`config.mk`:
```
export PLATFORM = sky130hd
export DESIGN_NAME = lcd_write_arbiter
export DESIGN_NICKNAME = d
export VERILOG_FILES = /design/src/rtl/lcd_pkg.sv /design/src/rtl/rr_arbiter.sv /design/src/rtl/lcd_write_arbiter.sv
export SDC_FILE = /design/constraint.sdc
export NUM_CORES = 1
export LEC_CHECK = 0
export ABC_AREA = 1
export BUFFER_PORTS_ARGS = -buffer_cell sky130_fd_sc_hd__buf_2
export CAP_MARGIN = 20
export CORE_ASPECT_RATIO = 1.75
export CORE_MARGIN = 1
export CORE_UTILIZATION = 54
export DETAILED_ROUTE_END_ITERATION = 7
export GPL_TIMING_DRIVEN = 0
export PLACE_DENSITY = 0.84
export SYNTH_ARGS = -nofsm -noshare
export SYNTH_HDL_FRONTEND = slang
export SYNTH_SLANG_ARGS = --single-unit
```
`constraint.sdc`:
```
create_clock -name clk -period 3.05 [get_ports clk]
set_input_delay 0.305 -clock clk [delete_from_list [all_inputs] [get_ports clk]]
set_output_delay 0.305 -clock clk [all_outputs]
set_load 0.01 [all_outputs]
```
`src/rtl/lcd_pkg.sv`:
```
// lcd_pkg: LCD character-buffer geometry, blank character and arbiter state encoding
package lcd_pkg;
   localparam int LCD_LOC_W = 5;
   localparam int LCD_DATA_W = 8;
   localparam int LCD_DEPTH = 32;
   localparam logic [7:0] CHAR_BLANK = 8'h20;
   typedef enum logic {IDLE, FILL} arb_state_t;
endpackage

```
`src/rtl/rr_arbiter.sv`:
```
// rr_arbiter: combinational round-robin pick, searching from the slot after ptr
module rr_arbiter #(
   parameter int NUM_REQ = 2,
   localparam int PTR_W = $clog2(NUM_REQ)
) (
   input  logic [NUM_REQ-1:0] eligible,
   input  logic [PTR_W-1:0]   ptr,
   output logic [NUM_REQ-1:0] grant,
   output logic               valid
);
   always_comb begin
      grant = '0;
      for (int k = NUM_REQ; k >= 1; k--)
         grant = eligible[(int'(ptr) + k) % NUM_REQ] ? NUM_REQ'(1) << ((int'(ptr) + k) % NUM_REQ) : grant;
   end
   assign valid = |eligible;
endmodule

```
`src/rtl/lcd_write_arbiter.sv`:
```
// lcd_write_arbiter: shares the LCD buffer write port among requesters and a fill sequencer
module lcd_write_arbiter
   import lcd_pkg::*;
#(
   parameter int NUM_REQ = 2,
   parameter int LOC_W = LCD_LOC_W,
   parameter int DATA_W = LCD_DATA_W,
   parameter int DEPTH = LCD_DEPTH
) (
   input  logic                      clk,
   input  logic                      rst_n,
   input  logic [NUM_REQ-1:0]        req,
   input  logic [NUM_REQ*LOC_W-1:0]  req_loc,
   input  logic [NUM_REQ*DATA_W-1:0] req_data,
   output logic [NUM_REQ-1:0]        ack,
   input  logic                      fill_start,
   input  logic [DATA_W-1:0]         fill_char,
   output logic                      busy,
   output logic                      fill_done,
   output logic                      lcd_we,
   output logic [LOC_W-1:0]          lcd_loc,
   output logic [DATA_W-1:0]         lcd_data
);
   localparam int PTR_W = $clog2(NUM_REQ);
   arb_state_t state;
   logic [PTR_W-1:0] rr_ptr, gidx;
   logic [LOC_W-1:0] cnt, g_loc;
   logic [DATA_W-1:0] fill_q, g_data;
   logic [NUM_REQ-1:0] grant;
   logic valid, loc_ok;
   rr_arbiter #(.NUM_REQ(NUM_REQ)) u_rr (
      .eligible(req & ~ack),
      .ptr(rr_ptr),
      .grant(grant),
      .valid(valid)
   );
   always_comb begin
      gidx = '0;
      for (int i = 0; i < NUM_REQ; i++)
         gidx = grant[i] ? PTR_W'(i) : gidx;
   end
   assign g_loc = req_loc[gidx*LOC_W +: LOC_W];
   assign g_data = req_data[gidx*DATA_W +: DATA_W];
   assign loc_ok = int'(g_loc) < DEPTH;
   always_ff @(posedge clk or negedge rst_n) begin
      if (!rst_n) begin
         state <= IDLE;
         rr_ptr <= '0;
         cnt <= '0;
         fill_q <= '0;
         ack <= '0;
         busy <= 1'b0;
         fill_done <= 1'b0;
         lcd_we <= 1'b0;
         lcd_loc <= '0;
         lcd_data <= '0;
      end else begin
         ack <= '0;
         fill_done <= 1'b0;
         if (state == FILL) begin
            lcd_we <= 1'b1;
            lcd_loc <= cnt;
            lcd_data <= fill_q;
            cnt <= cnt + 1'b1;
            if (cnt == LOC_W'(DEPTH - 1)) begin
               fill_done <= 1'b1;
               busy <= 1'b0;
               state <= IDLE;
            end
         end else if (fill_start) begin
            fill_q <= fill_char;
            cnt <= '0;
            busy <= 1'b1;
            lcd_we <= 1'b0;
            state <= FILL;
         end else if (valid) begin
            ack <= grant;
            rr_ptr <= gidx;
            lcd_we <= loc_ok;
            // out-of-range locations are acknowledged but never reach the buffer
            if (loc_ok) begin
               lcd_loc <= g_loc;
               lcd_data <= g_data;
            end
         end else begin
            lcd_we <= 1'b0;
         end
      end
   end
endmodule
```
==> metrics.yaml, run 1 <==
synthesis:
  yosys-top-cells-area: "dfrtp_1, nand3_2, nand2_1"
  post_synth_num_cell_types: 29
  yosysTopAreaCell: "dfrtp_1"
  yosys-top-cells-count: "nand2_1, inv_1, dfrtp_1"
  ys_seq_area_share_pct: 46.2
  ys_warn_count: 0
  synth_edf_count: 0
  avgSynthCellArea_um2: 9.26
  ys.flop_type: "dfrtp_1"
  synth_seq_cells: 33
  async_flop_share_pct: 100
  yosysTopAreaCellShare_pct: 46.2
  yosysMostFrequentCell: "nand2_1"
  syn_area_um2: 1790
  syn_inst: 193
  syn_nets: 234
setup_path:
  cp.arrival_ns: 1.63
  cp_data_required_time_ns: 3.23
  rr_startpoint: "cnt[0]"
  r2r_slack_ns: 1.60
  reg2reg_to: "cnt[4]"
  end_kind: "flip-flop"
  path_class: "reg2reg"
  r2r.worst_path.cells: 4
  critPathMaxFanout: 5
  cp-start-kind: "flip-flop"
floorplanning:
  pin_count: 57
  initial_core_util_pct: 56.9
  num_rows: 27
  die_area_um2: 3550
  die_height_um: 78.1
  die_w_um: 45.5
  core_area_um2: 3140
sta:
  rsz0062_at_grt: "no"
  slew_headroom_pct: 52.8
  setup_tns_ns: 0
  max_freq_mhz: 689
  tightest_slew_ns: 0.707
  finClkSkew_ns: 0.00513
  hold_violations: 0
  period_minus_slack_ns: 1.45
  setup_slack_ns: 1.60
  post-route-period-util_pct: 47.6
  setup_viol: 0
  final_max_slew_viol_count: 0
placement:
  placed_cell_area_um2: 2120
  dp_slack_ns: 1.60
  dp_hpwl_mm: 2.76
  place.gp.congestion: 0.836
  portBuffers: 56
clocking:
  htreeDepth: 2
  cts_buffer_depth: 2
  cts-root-buf: "clkbuf_8"
  holdBufCountCts: 0
  path_clk_slew_ns: 0.07
  numCtsBuffers: 5
  post-cts-setup-buffer-count: 0
  cts_sinks: 33
  cts.repair.resized: 0
  cts_tree: "yes"
  clkLatencyLatePin_ns: 0.29
routing:
  drcViolationCount: 0
  drt_pass1_iterations: 4
  vias: 1441
  drt_first_iter_violations: 23
  wl_per_cell_um: 12.0
  wl_mm: 3.59
  drtAntennaViolNets: 0
  vias_per_cell: 4.80
final_layout:
  layout.nets: 297
  seqCellArea_um2: 826
  fin_area_um2: 2220
  area_growth_pct: 24.4
  multi_input_area_um2: 763
  drive_gt1_share_pct: 47.1
  n_fill_cell: 279
  final_util_pct: 70.7
  num_antenna_cells: 0
power:
  finalPower_w: 0.00178
  ir_worst_vdd_mv: 0.624
  leakagePower_nw: 1.24
  p_per_area_nw_per_um2: 802
grt:
  grt_antenna_before_repair: 0
  grt_pass1_vias: 1457
  grt_max_degree: 34
  grt_usage_pct: 25.4
  grt_pass1_wl_mm: 6.38
  overflow: 0
min_path:
  worstHoldPathType: "in2async"
outcome:
  outcome: "finished, final reports clean"
job:
  maxCapViolations: 0
## metal layers
metal	wire length, um	global-route usage [%]	vias to the layer above
li1	-	-	726
met3	135	5.29	7
met1	1400	28.9	673
met2	1990	43.4	35
met4	72	10.9	0
met5	0	0	-
## cell type report
class | count | share of cell area, %
Clock inverter | 1 | 0.225
Inverter | 35 | 5.91
Tap cell | 43 | 2.42
Sequential cell | 33 | 37.2
Clock buffer | 7 | 4.34
Buffer | 7 | 2.98
Timing Repair Buffer | 56 | 12.6
Multi-Input combinational cell | 118 | 34.3
## stage by stage
| step | hold WS, ns | instances |
|---|---|---|
| 2_1_floorplan | 0.00941 | 193 |
| 3_3_place_gp | 0.399 | 292 |
| 3_5_place_dp | 0.401 | 292 |
| 4_1_cts | 0.0859 | 300 |
| 5_1_grt | 0.119 | 300 |
| 6_report | 0.0630 | 300 |
## critical path, stage by stage (launching register included)
cell,delay [ns]
dfrtp_1,0.42
ha_1,0.24
and3_1,0.19
ha_1,0.26
a22o_1,0.23
## worst max-delay path by stage
stage	start	end	slack, ns	cells past startpoint
after floorplan	cnt[0]	cnt[4]	1.67	4
after global placement	cnt[0]	cnt[4]	1.62	4
after detailed placement	cnt[0]	cnt[4]	1.60	4
after CTS	cnt[0]	cnt[4]	1.58	4
after global routing	cnt[0]	cnt[4]	1.53	4
final	cnt[0]	cnt[4]	1.60	4
## kinds of logic after synthesis
kind of cell | Yosys count | share of synthesized area (%)
mux | 8 | 5.04
compound gates | 11 | 4.76
flops | 33 | 46.2
buf+inv | 42 | 11.1
simple gates | 97 | 31.5
fa+ha+maj | 2 | 1.40
## flip-flops by register name (all words and copies together) (netlist names)
register and count:
lcd_loc 5, rr_ptr 1, state 1, lcd_we 1
lcd_data 8, fill_q 8, fill_done 1, ack 2
cnt 5, busy 1
## placed cells by master, fill, tap and decap left out, drive strengths merged
master  instances
inv            35
clkinv          1
o21ai           5
nand4           1
nand3          28
a21oi           2
a22o            2
ha              2
a31oi           1
and3            1
a22oi           1
buf            62
mux2            8
nor2            4
nor3b           1
dfrtp          33
clkbuf          8
nand2          62
## power breakdown
| group | switching [W] | total (W) | internal, W |
|---|---|---|---|
| sequential | 0.000123 | 0.000755 | 0.000632 |
| clock | 0.000159 | 0.000362 | 0.000204 |
| combinational | 0.000349 | 0.000665 | 0.000316 |
| total | 0.000631 | 0.00178 | 0.00115 |
Note: power is estimated with default switching activity, not from simulation.
==> run 2: changes to the inputs <==
Settings changed: ABC_AREA 1 to 0, CORE_UTILIZATION 54 to 49, PLACE_DENSITY 0.84 to 0.79.
Clock period 3.05 ns to 1.47 ns, I/O delays scaled along.
==> metrics.yaml, run 2 <==
outcome:
  outcome: "finished, final reports clean"
synthesis:
  ys_warn_count: 0
  ys_seq_area_share_pct: 52.5
  syn_inst: 136
  syn_area_um2: 1570
  synth_seq_cells: 33
  ys.flop_type: "dfrtp_1"
  yosys-top-cells-area: "dfrtp_1, mux2i_1, o221ai_1"
  async_flop_share_pct: 100
  yosysMostFrequentCell: "dfrtp_1"
  synth_edf_count: 0
  yosysTopAreaCellShare_pct: 52.5
  post_synth_num_cell_types: 33
  avgSynthCellArea_um2: 11.6
  syn_nets: 177
  yosysTopAreaCell: "dfrtp_1"
  yosys-top-cells-count: "dfrtp_1, mux2i_1, nand2_1"
setup_path:
  critPathMaxFanout: 2
  end_kind: "flip-flop"
  r2r.worst_path.cells: 4
  crit_start: "cnt[0]"
  cp-start-kind: "flip-flop"
  cp.arrival_ns: 1.58
  cpPeakStageDelay_ns: 0.41
  r2r_slack_ns: 0.06
  path_cells: "ha_2 > and3_1 > ha_1 > a22o_1"
  critPathSlowestCell: "dfrtp_2"
  path_class: "reg2reg"
  reg2reg_to: "cnt[4]"
  cp_data_required_time_ns: 1.64
  rr_startpoint: "cnt[0]"
  endpoint: "cnt[4]"
final_layout:
  layout.nets: 244
  area_growth_pct: 28.2
  num_antenna_cells: 0
  drive_gt1_share_pct: 43.1
  most-common-layout-cells: "buf_2, dfrtp_1, mux2i_1, nand2_1"
  final_common_cell: "buf_2"
  top_regs: "fill_q (8), lcd_data (8)"
routing:
  drtAntennaViolNets: 0
  drt_first_iter_violations: 21
  wl_per_cell_um: 14.0
  drt_pass1_iterations: 4
  wl_met3_um: 158
  drt-met1-wl_mm: 1.28
  wl_mm: 3.43
  drcViolationCount: 0
  dr_wl_met2_mm: 1.95
  vias_per_cell: 5.07
  highest_layer: "met4"
  vias: 1237
job:
  maxCapViolations: 0
grt:
  grt_antenna_before_repair: 0
  grt_usage_pct: 23.1
  grt_pass1_wl_mm: 5.77
  grt_max_degree: 34
  overflow: 0
  grt_pass1_vias: 1324
floorplanning:
  initial_core_util_pct: 52.6
  pin_count: 57
  die_w_um: 44.8
  core_area_um2: 2990
  num_rows: 26
  die_height_um: 76.9
  die_area_um2: 3450
power:
  switching_share_pct: 34.5
  leakagePower_nw: 1.06
  p_int_w: 0.00233
  ir_worst_vdd_mv: 1.19
  p_per_area_nw_per_um2: 1770
  finalPower_w: 0.00356
  p_clk_share_pct: 16.7
  p_seq_share_pct: 43.7
  p_sw_w: 0.00123
  pwr-share-comb_pct: 39.6
clocking:
  cts_tree: "yes"
  cts-root-buf: "clkbuf_8"
  cts_sinks: 33
  path_clk_slew_ns: 0.06
  htreeDepth: 2
  numCtsBuffers: 5
  cts_buffer_depth: 2
  clkLatencyLatePin_ns: 0.28
sta:
  rsz0062_at_grt: "no"
  hold_violations: 0
  holdWs_ns: 0.0989
  setup_slack_ns: 0.0562
  slew_headroom_pct: 52.5
  setup_viol: 0
  finClkSkew_ns: 0.00556
  final_max_slew_viol_count: 0
  tightest_slew_ns: 0.713
  period_minus_slack_ns: 1.41
  post-route-period-util_pct: 96.2
  max_freq_mhz: 707
placement:
  dp_slack_ns: -0.0384
  place.gp.congestion: 0.838
  portBuffers: 56
  dp_hpwl_mm: 2.66
min_path:
  worstHoldPathType: "in2reg"
[run 2: cell types whose count changed after synthesis, moves of 3 or more]
cell | before | now
nand2_1 | 39 | 15
inv_1 | 34 | 12
nand2_2 | 22 | 0
nand3_2 | 18 | 0
mux2i_1 | 0 | 15
o221ai_1 | 0 | 12
nand3_1 | 10 | 1
nand2b_1 | 0 | 4
buf_2 | 1 | 4
nor2_1 | 3 | 6
[run 2: area by class of cell]
cell class	instances	area, um2
fillers	249	977
multi-input cells	83	646
clock inverters	1	5.00
flip-flops and latches	33	827
clock buffers	5	68.8
repair buffers	60	313
well taps	42	52.6
plain buffers	7	55.1
inverters	13	48.8
[run 2: cell families after synthesis]
family	count (synthesis)	share of synthesized area [%]
DFF	33	52.5
AOI/OAI and AO/OA	21	11.5
muxes	23	15.3
buffers and inverters	20	6.60
adders and majority gates	2	1.59
xor gates and xnor gates	1	0.557
and+or+nand+nor	36	11.9
[run 2: worst max-delay path, delay by kind of cell (launching register included)]
kind | cells | cell delay (ns)
compound gates | 1 | 0.22
fa+ha+maj | 2 | 0.48
simple gates | 1 | 0.19
flops | 1 | 0.41
[run 2: per-layer routing]
layer  vias up  global-route usage (%)
met5         -                       0
met3         4                    6.82
met4         0                    9.39
met2        39                    39.7
met1       589                    25.5
li1        605                       -
[run 2: through the flow]
stage,setup TNS (ns),utilization (%),instances,instance area (um2)
after floorplan,0,-,136,1570
after global placement,0,63.7,234,1910
after detailed placement,-0.0389,63.7,234,1910
after CTS,0,67.0,243,2010
after global routing,0,67.3,244,2020
final,0,67.3,244,2020
[run 2: worst min path at each step]
stage               slack, ns    startpoint          to  cells after the start
floorplan               -0.15         rst_n      ack[0]                      0
global placement         0.22         rst_n  lcd_loc[2]                      1
detailed placement       0.24         rst_n      rr_ptr                      1
CTS                      0.09  fill_char[1]   fill_q[1]                      2
global route             0.09  fill_char[6]   fill_q[6]                      2
finish                    0.1  fill_char[0]   fill_q[0]                      2
[run 2: power groups by stage]
| stage | combinational, W | sequential, W | clock (W) |
|---|---|---|---|
| after detailed placement | 0.00135 | 0.00159 | 0 |
| after CTS | 0.00140 | 0.00156 | 0.000617 |
| after floorplan | 0.000800 | 0.00164 | 0 |
| after global routing | 0.00157 | 0.00161 | 0.000669 |
| after global placement | 0.00127 | 0.00156 | 0 |
| final | 0.00141 | 0.00156 | 0.000594 |
[run 2: what timing repair did]
action | 4_1_cts | 5_1_grt
setup endpoints to repair | 2 | 1
pin swaps | 1 | 0
resized for setup | 1 | 1
buffers inserted | 2 | 1
hold buffers | 1 | 0
endpoints found under the hold margin | 33 | 0
